===== src/rtl/program_loader_if.sv =====
// Byte-receive and program-memory write signals shared between the bootloader and its environment.
interface program_loader_if;
   logic [7:0]  rx_data;
   logic        rx_valid;
   logic [7:0]  wr_addr;
   logic [15:0] wr_data;
   logic [1:0]  we;
   logic        cpu_reset;
   logic        busy;
   logic        done;
   logic        err;

   modport slave (
      input  rx_data, rx_valid,
      output wr_addr, wr_data, we, cpu_reset, busy, done, err
   );

   modport master (
      output rx_data, rx_valid,
      input  wr_addr, wr_data, we, cpu_reset, busy, done, err
   );
endinterface


===== src/rtl/program_loader.sv =====
// Byte-stream bootloader: SYNC, N, N big-endian words, CSUM -> program-memory writes,
// holding the processor in reset until a checksum-verified load completes.
module program_loader #(
   parameter logic [7:0] SYNC_BYTE      = 8'hA5,
   parameter int         TIMEOUT_CYCLES = 100000,
   parameter int         TO_W           = 17
) (
   input  logic               clk,
   input  logic               reset,
   program_loader_if.slave    bus
);

   typedef enum logic [2:0] {IDLE, COUNT, HI, LO, CSUM, DONE, ERR} state_t;

   state_t            state, state_nxt;
   logic [7:0]        wr_addr;
   logic [15:0]       wr_data;
   logic [1:0]        we;
   logic              cpu_reset, busy, done, err;
   logic [7:0]        csum;
   logic [8:0]        words_left;
   logic [TO_W-1:0]   to_cnt;

   logic in_frame, timeout, sync_hit, accept;

   assign in_frame = (state == COUNT) || (state == HI) || (state == LO) || (state == CSUM);
   assign timeout  = in_frame && !bus.rx_valid && (to_cnt == TO_W'(TIMEOUT_CYCLES - 1));
   assign sync_hit = bus.rx_valid && (bus.rx_data == SYNC_BYTE) &&
                     ((state == IDLE) || (state == DONE) || (state == ERR));
   assign accept   = bus.rx_valid && !timeout;

   always_ff @(posedge clk or negedge reset) begin
      if (!reset) state <= IDLE;
      else        state <= state_nxt;
   end

   always_comb begin
      state_nxt = state;
      if (timeout) begin
         state_nxt = ERR;
      end else if (bus.rx_valid) begin
         case (state)
            IDLE, DONE, ERR: if (bus.rx_data == SYNC_BYTE) state_nxt = COUNT;
            COUNT:           state_nxt = HI;
            HI:              state_nxt = LO;
            LO:              state_nxt = (words_left == 9'd1) ? CSUM : HI;
            CSUM:            state_nxt = (bus.rx_data == csum) ? DONE : ERR;
            default:         state_nxt = IDLE;
         endcase
      end
   end

   always_ff @(posedge clk or negedge reset) begin
      if (!reset) begin
         wr_addr    <= '0;
         wr_data    <= '0;
         we         <= 2'b00;
         cpu_reset  <= 1'b1;
         busy       <= 1'b0;
         done       <= 1'b0;
         err        <= 1'b0;
         csum       <= '0;
         words_left <= '0;
         to_cnt     <= '0;
      end else begin
         we <= 2'b00;
         // Address advances as the write pulse retires, so the pulse sees a stable address.
         if (we == 2'b11) wr_addr <= wr_addr + 8'd1;

         if (!in_frame || bus.rx_valid || timeout) to_cnt <= '0;
         else                                      to_cnt <= to_cnt + 1'b1;

         if (sync_hit) begin
            busy      <= 1'b1;
            cpu_reset <= 1'b1;
            done      <= 1'b0;
            err       <= 1'b0;
            wr_addr   <= '0;
            csum      <= '0;
         end

         if (accept) begin
            case (state)
               COUNT: words_left <= (bus.rx_data == 8'd0) ? 9'd256 : {1'b0, bus.rx_data};
               HI: begin
                  wr_data[15:8] <= bus.rx_data;
                  csum          <= csum + bus.rx_data;
               end
               LO: begin
                  wr_data[7:0] <= bus.rx_data;
                  csum         <= csum + bus.rx_data;
                  we           <= 2'b11;
                  words_left   <= words_left - 9'd1;
               end
               default: ;
            endcase
         end

         if (state_nxt == DONE && state != DONE) begin
            done      <= 1'b1;
            busy      <= 1'b0;
            cpu_reset <= 1'b0;
         end
         if (state_nxt == ERR && state != ERR) begin
            err  <= 1'b1;
            busy <= 1'b0;
         end
      end
   end

   assign bus.wr_addr   = wr_addr;
   assign bus.wr_data   = wr_data;
   assign bus.we        = we;
   assign bus.cpu_reset = cpu_reset;
   assign bus.busy      = busy;
   assign bus.done      = done;
   assign bus.err       = err;

endmodule


===== src/flat_wrapper.sv =====
// flat-port wrapper written by rule: the top's interface ports become plain ports
module program_loader_flat 
#(
   parameter logic [7:0] SYNC_BYTE      = 8'hA5,
   parameter int         TIMEOUT_CYCLES = 100000,
   parameter int         TO_W           = 17
)
  (clk, reset, bus_rx_data, bus_rx_valid, bus_wr_addr, bus_wr_data, bus_we, bus_cpu_reset, bus_busy, bus_done, bus_err);
  program_loader_if bus_i ();
  input  logic clk;
  input  logic reset;
  input wire logic [$bits(bus_i.rx_data)-1:0] bus_rx_data;
  input wire logic [$bits(bus_i.rx_valid)-1:0] bus_rx_valid;
  output wire logic [$bits(bus_i.wr_addr)-1:0] bus_wr_addr;
  output wire logic [$bits(bus_i.wr_data)-1:0] bus_wr_data;
  output wire logic [$bits(bus_i.we)-1:0] bus_we;
  output wire logic [$bits(bus_i.cpu_reset)-1:0] bus_cpu_reset;
  output wire logic [$bits(bus_i.busy)-1:0] bus_busy;
  output wire logic [$bits(bus_i.done)-1:0] bus_done;
  output wire logic [$bits(bus_i.err)-1:0] bus_err;
  assign bus_i.rx_data = bus_rx_data;
  assign bus_i.rx_valid = bus_rx_valid;
  assign bus_wr_addr = bus_i.wr_addr;
  assign bus_wr_data = bus_i.wr_data;
  assign bus_we = bus_i.we;
  assign bus_cpu_reset = bus_i.cpu_reset;
  assign bus_busy = bus_i.busy;
  assign bus_done = bus_i.done;
  assign bus_err = bus_i.err;
  program_loader #(.SYNC_BYTE(SYNC_BYTE), .TIMEOUT_CYCLES(TIMEOUT_CYCLES), .TO_W(TO_W)) u_core (.clk(clk), .reset(reset), .bus(bus_i));
endmodule

===== config.mk =====
export PLATFORM = sky130hd
export DESIGN_NAME = program_loader_flat
export DESIGN_NICKNAME = d
export VERILOG_FILES = /design/src/rtl/program_loader_if.sv /design/src/rtl/program_loader.sv /design/src/flat_wrapper.sv
export SDC_FILE = /design/constraint.sdc
export NUM_CORES = 1
export LEC_CHECK = 0
export BUFFER_PORTS_ARGS = -buffer_cell sky130_fd_sc_hd__buf_2
export CAP_MARGIN = 20
export CORE_ASPECT_RATIO = 1.2
export CORE_UTILIZATION = 55
export CTS_CLUSTER_SIZE = 30
export DETAILED_ROUTE_END_ITERATION = 7
export PLACE_DENSITY = 0.78
export SLEW_MARGIN = 20
export SYNTH_ARGS = -nofsm -noshare
export SYNTH_HDL_FRONTEND = slang
export SYNTH_SLANG_ARGS = --single-unit
export TNS_END_PERCENT = 100

===== constraint.sdc =====
create_clock -name clk -period 2.3 [get_ports clk]
set_input_delay 0.23 -clock clk [delete_from_list [all_inputs] [get_ports clk]]
set_output_delay 0.23 -clock clk [all_outputs]
set_load 0.02 [all_outputs]

Word level (Yosys, flattened, before mapping)
Index checks and enable logic that the tools add are counted.
{"block": "op_classes", "n_addsub": 4, "n_eq_ne": 15, "mux": 22, "reduce_logical": 29}
{"op": "8-bit 2-to-1 mux", "count": 5}
{"op": "9-bit case mux with 2 select lines", "count": 1}
{"op": "17-bit by 1-bit adder with 17-bit output (second input constant)", "count": 1}
{"op": "17-bit == test (second input constant)", "count": 1}
{"op": "17-bit 2-to-1 mux", "count": 1}
{"op": "3-bit == test (second input constant)", "count": 5}
{"op": "3-bit case mux with 5 select lines", "count": 1}
{"op": "3-bit 2-to-1 mux", "count": 4}
{"op": "9-bit by 1-bit == test with 1-bit output (second input constant)", "count": 1}
{"op": "9-bit 2-to-1 mux", "count": 1}
{"op": "9-bit by 1-bit subtractor with 9-bit output (second input constant)", "count": 1}
{"op": "8-bit by 1-bit adder with 8-bit output (second input constant)", "count": 1}
{"op": "8-bit adder", "count": 1}
{"op": "8-bit == test", "count": 1}
{"op": "8-bit == test (second input constant)", "count": 1}
{"op": "8-bit logical NOT", "count": 1}
{"op": "2-bit nonzero test", "count": 4}
{"op": "1-bit logical AND", "count": 7}
{"op": "1-bit logical OR", "count": 7}
{"op": "3-bit by 2-bit == test with 1-bit output (second input constant)", "count": 2}
{"op": "1-bit 2-to-1 mux", "count": 6}
{"op": "2-bit 2-to-1 mux", "count": 3}
{"op": "3-bit inequality test (second input constant)", "count": 2}
{"op": "2-bit AND reduction", "count": 3}
{"op": "other kinds (7)", "count": 9}
{"block": "totals", "register_bits": 67, "in_bits": 11, "word_cells": 82}

Logic depth before layout (Yosys ltp)
Gate-level depths: netlist (run 1).
{"block": "depth", "depth_word": 11, "depth_mapped": 9, "depth_no_buf": 9}

Worst setup path before layout (run 1)
Ideal clock, no wire load.
{"block": "synth_timing", "path_kind": "register -> register", "from": "register u_core.csum[1]", "to": "register u_core.csum[7]", "setup_time_ns": 0.079, "t_arrival_ns": 1.871, "required_ns": 2.221, "setup_slack_ns": 0.350, "stages_incl_launch_ff": 8, "period_less_slack_ns": 1.950, "path_cell_list": "dfrtp_1 ha_1 a21o_1 a21oi_1 o21ai_0 o41ai_1 mux2i_1 mux2i_1"}
{"block": "synth_between", "elab_chain_len": 3}
{"element": "from (decl)", "line": "program_loader.sv:20", "source": "logic [7:0] csum;"}
{"element": "from (signal assigned)", "line": "program_loader.sv:87", "source": "csum <= csum + bus.rx_data;"}
{"element": "from (signal assigned)", "line": "program_loader.sv:91", "source": "csum <= csum + bus.rx_data;"}
{"element": "8-bit adder", "line": "program_loader.sv:87, program_loader.sv:91"}
{"element": "8-bit 2-to-1 mux"}
{"element": "8-bit 2-to-1 mux", "line": "program_loader.sv:82", "source": "if (accept) begin"}
Every way passes these cells.
A chain may end at the register's enable or synchronous reset.

Worst setup path in the final report (run 1)
Same ends and word-level chain as after synthesis.

==> metrics, run 1 <==
Final period util 0.932; vias per cell 5.61; area growth from synthesis to layout 15.7%; number of instances in the placed design 468; post-synthesis adder-cell area fraction 0.0486; final hold violations 0; Max Cap Violations 0; Simple-Gate Fraction of Synth Area 0.199; worst setup margin 157 ps; clock group share of total power 0.233; Switching Fraction 0.386; HP Start bus_rx_data[1]; H-Tree Depth 3; Sequential Power Share 0.388; # diodes 0; IO Port Bufs 40; share of cells above drive strength 1 0.208; initial core utilization 0.570; Pint 2.93 mW; Die Ht 88.7 um; multiplexer share of the synthesized area 0.0606; Reg clk slew, reported paths 80 ps; EDFF count, synth 0; CORE AREA 6050 um2; Crit-path slowest cell dfrtp_1; fmax 0.467 GHz; Iter 0 DRT Violations 189; Static Leak 1.81 nW; largest family of logic cells by synthesized area simple AND/OR/NAND/NOR gates; Critical Path RT 2580 ps; Least-Margin Pin Slew 571 ps; Die ar. 6590 um2; filler instances 500; Avg Cell Area, Syn 9.77 um2; global-route wire length before repair 11.8 mm; worst-case reg-to-reg path depth 7; Setup crit end kind register; IO Pins 41; reg2reg start u_core.csum[1]$_DFF_PN0_; worst clock skew 10.2 ps; crit-path cells ha_1 > a21o_1 > a21oi_1 > o21ai_0 > o41ai_1 > mux2i_1 > mux2i_1; gpl congestion 0.831; Slew headroom 0.619; Syn Std Cell Area 3450 um2; Combinational Power Share 0.379; max-slew violations 0; Total Routing Usage GR 0.239; unrepaired setup endpoints after global routing false; Mapped Cells 353; Hold Crit Depth 2; PD cells 1200 nW/um2; Final setup viols 0; total grt overflow 0; Placed Instance Area 3750 um2; TNS Setup 0 ps; top cells by area, synth dfrtp_1, mux2_2, nor2_1; min cycle time layout 2140 ps; Top cell by count, worst path mux2i_1; Antenna Nets Post-Route 0; Worst Hold Class in -> reg; post-synthesis sequential area ratio 0.479; hold endpoint u_core.bus.wr_data[9]$_DFFE_PN0P_; DR vias 2721; Synth warnings 0; final net count 421; asr flop ratio synth 1.00; r2r endpoint u_core.csum[7]$_DFF_PN0_; # rows 31; type of origin of the critical path register; largest net degree at the start of global routing 34; Yosys cell types 50; post-synthesis register bit count 66; CTS tree done; Synth Area in Compound Gates 0.110; CP peak stage delay 400 ps; routed wire length 7.33 mm; cell taking the most area after synthesis dfrtp_1; Worst R2R Setup Slack 160 ps; CTS Buffer Depth 2; peak supply drop 0.000848 V; most used flip-flop cell after synthesis dfrtp_1; status completed; final instance area 3990 um2; Worst-Skew Late Latency 350 ps; Setup WS pre-CTS 158 ps; Crit Path Max Fanout 3; PostCTS Resize Cnt 0; Residual DRC 0; Routed wire per std cell 15.1 um; # clock sinks 66; Die Span X 74.3 um; vias in the first global route 2621; top cell type's share of synthesized area 0.472; Net Switching 1.84 mW; DRT Pass-1 Iters 4; total CTS buffers 9; fin cells 485; Syn Nets 376; HPWL Detailed 5.14 mm; critical path arrival 2420 ps; Post-Synth XOR/XNOR Area 0.0660; Crit Path Class reg -> reg; initial antenna violation count 0; Clk Tree Root Cell clkbuf_8
-- layer usage --
metal | share of wire | vias to the layer above | global-route usage
li1 | - | 1332 | -
met1 | 0.45 | 1307 | 0.305
met2 | 0.49 | 71 | 0.398
met3 | 0.042 | 11 | 0.0581
met4 | 0.015 | 0 | 0.0840
met5 | 0 | - | 0
-- layout make-up --
type / count / area (um2) / share of cell area
Tap cell: 82 / 103 / 0.0257
Multi-Input combinational cell: 257 / 1670 / 0.419
Timing Repair Buffer: 48 / 275 / 0.0690
Sequential cell: 66 / 1650 / 0.414
Inverter: 16 / 60.1 / 0.0151
Clock inverter: 6 / 88.8 / 0.0223
Clock buffer: 10 / 138 / 0.0345
-- kinds of logic after synthesis --
family | count (synthesis)
AO/OA/AOI/OAI | 60
XOR/XNOR | 26
adder cells (fa/ha/maj) | 13
buffers and inverters | 30
flip-flops | 66
multiplexers | 19
AND/OR/NAND/NOR | 139
-- through the flow --
step           hold slack [ps]  power (mW)  utilization
2_1_floorplan            -65.6        3.14            -
3_3_place_gp               109        3.60        0.620
3_5_place_dp               111        3.67        0.620
4_1_cts                    177        4.79        0.659
5_1_grt                    191        5.09        0.659
6_report                   186        4.77        0.659
-- worst max-delay path: cells and delay by family, from the launching register on --
| family | cells | cell delay, ps |
|---|---|---|
| fa+ha+maj | 1 | 310 |
| mux | 2 | 460 |
| compound gates | 4 | 900 |
| flops | 1 | 400 |
-- Yosys cell counts (all sizes together), types with 6 or more instances --
master / number
clkbuf: 9
nand4: 8
mux2: 15
nand2: 31
ha: 11
nor3: 7
and3: 14
inv: 16
nand3: 10
nor2: 46
xnor2: 8
o22ai: 6
o21ai: 21
dfrtp: 65
xor2: 18
a21oi: 14
-- cell usage in the layout, fill, tap and decap left out, types with 11 or more instances in the layout --
cell and n:
nor2_1 45, and3_1 14, dfrtp_1 65, nand2_1 31, o21ai_0 21, a21oi_1 14, buf_2 40, mux2_2 15
inv_1 15, xor2_1 18, ha_1 11
-- state kept, by name (all words and copies together), names as in the netlist --
register / count
u_core.words_left: 9
u_core.bus.cpu_reset: 1
u_core.bus.wr_addr: 8
u_core.to_cnt: 17
u_core.bus.err: 1
u_core.bus.done: 1
u_core.bus.wr_data: 16
u_core.csum: 8
u_core.bus.busy: 1
u_core.bus.we: 1
u_core.state: 3
-- worst max-delay path by stage --
stage                                   startpoint                        to  slack [ps]  cells after the start
after floorplan           u_core.csum[1]$_DFF_PN0_  u_core.csum[7]$_DFF_PN0_         350                      7
after global placement              bus_rx_data[1]  u_core.csum[7]$_DFF_PN0_         250                      8
after detailed placement            bus_rx_data[0]  u_core.csum[6]$_DFF_PN0_         160                     10
after CTS                 u_core.csum[1]$_DFF_PN0_  u_core.csum[7]$_DFF_PN0_         190                      7
after global routing      u_core.csum[0]$_DFF_PN0_  u_core.csum[6]$_DFF_PN0_          20                      9
final                     u_core.csum[1]$_DFF_PN0_  u_core.csum[7]$_DFF_PN0_         160                      7
-- repair_timing --
item | CTS | global route
hold buffers | 1 | 0
setup buffers | 0 | 0
setup endpoints to repair | 0 | 0
hold endpoints to repair | 8 | 0
-- power by group through the flow --
stage,Sequential [mW],Clock [mW],Combinational (mW)
6_report,1.85,1.11,1.81
2_1_floorplan,2.08,0,1.06
3_3_place_gp,1.85,0,1.75
3_5_place_dp,1.86,0,1.80
4_1_cts,1.85,1.12,1.82
5_1_grt,1.91,1.16,2.01
No activity file was read; power rests on OpenSTA's default activity.
==> inputs of run 2 (changes only) <==
--- a/config.mk
+++ b/config.mk
@@ -12,8 +12,9 @@
 export CTS_CLUSTER_SIZE = 30
 export DETAILED_ROUTE_END_ITERATION = 7
 export PLACE_DENSITY = 0.78
+export RECOVER_POWER = 100
 export SLEW_MARGIN = 20
 export SYNTH_ARGS = -nofsm -noshare
 export SYNTH_HDL_FRONTEND = slang
 export SYNTH_SLANG_ARGS = --single-unit
-export TNS_END_PERCENT = 100
+export TNS_END_PERCENT = 10
==> run 2 against run 1 <==
- total power shrank 1.5%
- clock power is essentially flat
- clock-buffer cell count is the same
- die area is the same
- sequential share of layout area grew 0.66 points
- via count shrank 0.15%
- non-clock buffer count is the same
- first-iteration DRC count shrank 0.53%
- final area shrank 1.6%
- combinational power shrank 4%
- sequential power is essentially flat
- hold slack gained 9.5 ps
==> metrics, run 2 (same netlist as run 1, synthesis figures left out) <==
# clock sinks 66; Antenna Nets Post-Route 0; final hold violations 0; HPWL Detailed 5.14 mm; IO Port Bufs 40; Static Leak 1.71 nW; Routed wire per std cell 15.0 um; H-Tree Depth 3; PostCTS Resize Cnt 0; total CTS buffers 9; final net count 421; # diodes 0; commonest non-fill, non-tap cell in the layout dfrtp_1; Met1 Wirelength 3.29 mm; vias in the first global route 2621; largest net degree at the start of global routing 34; fmax 0.467 GHz; r2r endpoint u_core.csum[7]$_DFF_PN0_; Final period util 0.932; worst-case reg-to-reg path depth 7; CORE AREA 6050 um2; Crit Path Max Fanout 3; critical path arrival 2410 ps; gpl congestion 0.831; Total Power 4.70 mW; reg2reg start u_core.csum[1]$_DFF_PN0_; Least-Margin Pin Slew 817 ps; DRT Pass-1 Iters 4; Routed met2 length 3.64 mm; # rows 31; CTS tree done; Critical Path RT 2570 ps; area growth from synthesis to layout 13.9%; Regs by FF count u_core.to_cnt x17, u_core.bus.wr_data x16, u_core.words_left x9; Die Ht 88.7 um; max reg flops 17; Setup WS pre-CTS 158 ps; initial core utilization 0.570; Crit Path Class reg -> reg; Slew headroom 0.455; worst setup margin 157 ps; Placed Instance Area 3750 um2; Post-CTS Setup Repair Bufs 0; max-slew violations 0; total grt overflow 0; Worst Hold Class in -> reg; Max Cap Violations 0; Clk Tree Root Cell clkbuf_8; Residual DRC 0; filler instances 519; routed wire length 7.27 mm; peak supply drop 0.000828 V; Multi-input gate area 1670 um2; Worst R2R Setup Slack 160 ps; final instance area 3930 um2; TNS Setup 0 ps; Setup crit end kind register; Worst-Skew Late Latency 350 ps; Die Span X 74.3 um; Setup crit start u_core.csum[1]$_DFF_PN0_; CP endpoint u_core.csum[7]$_DFF_PN0_; share of cells above drive strength 1 0.129; DR vias 2717; Reg clk slew, reported paths 80 ps; Final setup viols 0; unrepaired setup endpoints after global routing false; Most flops, register u_core.to_cnt; most frequent cells in the layout dfrtp_1, nor2_1, clkbuf_1; global-route wire length before repair 11.8 mm; register area 1650 um2; uppermost routed layer met4; type of origin of the critical path register; hold_buf cts 1; Total Routing Usage GR 0.239; min cycle time layout 2140 ps; status completed; worst clock skew 9.90 ps; initial antenna violation count 0; met3 wire len 252 um; CTS Buffer Depth 2; Die ar. 6590 um2; Iter 0 DRT Violations 188; PD cells 1200 nW/um2; vias per cell 5.60; IO Pins 41
-- run 2: worst min path at each step --
stage | from | cells after the start | end
after CTS | bus_rx_data[1] | 2 | u_core.bus.wr_data[9]$_DFFE_PN0P_
after detailed placement | reset | 1 | u_core.to_cnt[6]$_DFF_PN0_
after floorplan | reset | 0 | u_core.bus.busy$_DFFE_PN0P_
after global placement | reset | 1 | u_core.to_cnt[5]$_DFF_PN0_
after global routing | bus_rx_data[1] | 2 | u_core.bus.wr_data[9]$_DFFE_PN0P_
final | bus_rx_data[1] | 2 | u_core.bus.wr_data[9]$_DFFE_PN0P_
-- run 2: final cells by class --
cell class	count	share of cell area
Clock buffer	10	0.0351
Clock inverter	6	0.0226
Inverter	16	0.0153
Multi-Input combinational cell	257	0.426
Sequential cell	66	0.421
Tap cell	82	0.0261
Timing Repair Buffer	48	0.0542
-- run 2: per-layer routing --
metal | track usage | vias up
met1 | 0.305 | 1313
met4 | 0.0840 | 0
li1 | - | 1330
met3 | 0.0581 | 9
met5 | 0 | -
met2 | 0.398 | 65
-- run 2: through the flow --
step	hold WS, ps	cells	utilization
floorplan	-65.6	353	-
global placement	109	468	0.620
detailed placement	111	468	0.620
CTS	177	485	0.659
global route	191	485	0.649
finish	196	485	0.649
-- run 2: power breakdown --
part           switching [mW]  internal (mW)  total (mW)  leakage (nW)
registers               0.315           1.54        1.86         0.805
logic                    1.06          0.676        1.74         0.797
clock network           0.463          0.641        1.10         0.109
total                    1.84           2.86        4.70          1.71
-- run 2: critical path, cell delays in order (launching register included) --
cell     delay [ps]
dfrtp_1         400
ha_1            310
a21o_1          180
a21oi_1         210
o21ai_0         150
o41ai_1         360
mux2i_1         270
mux2i_1         190
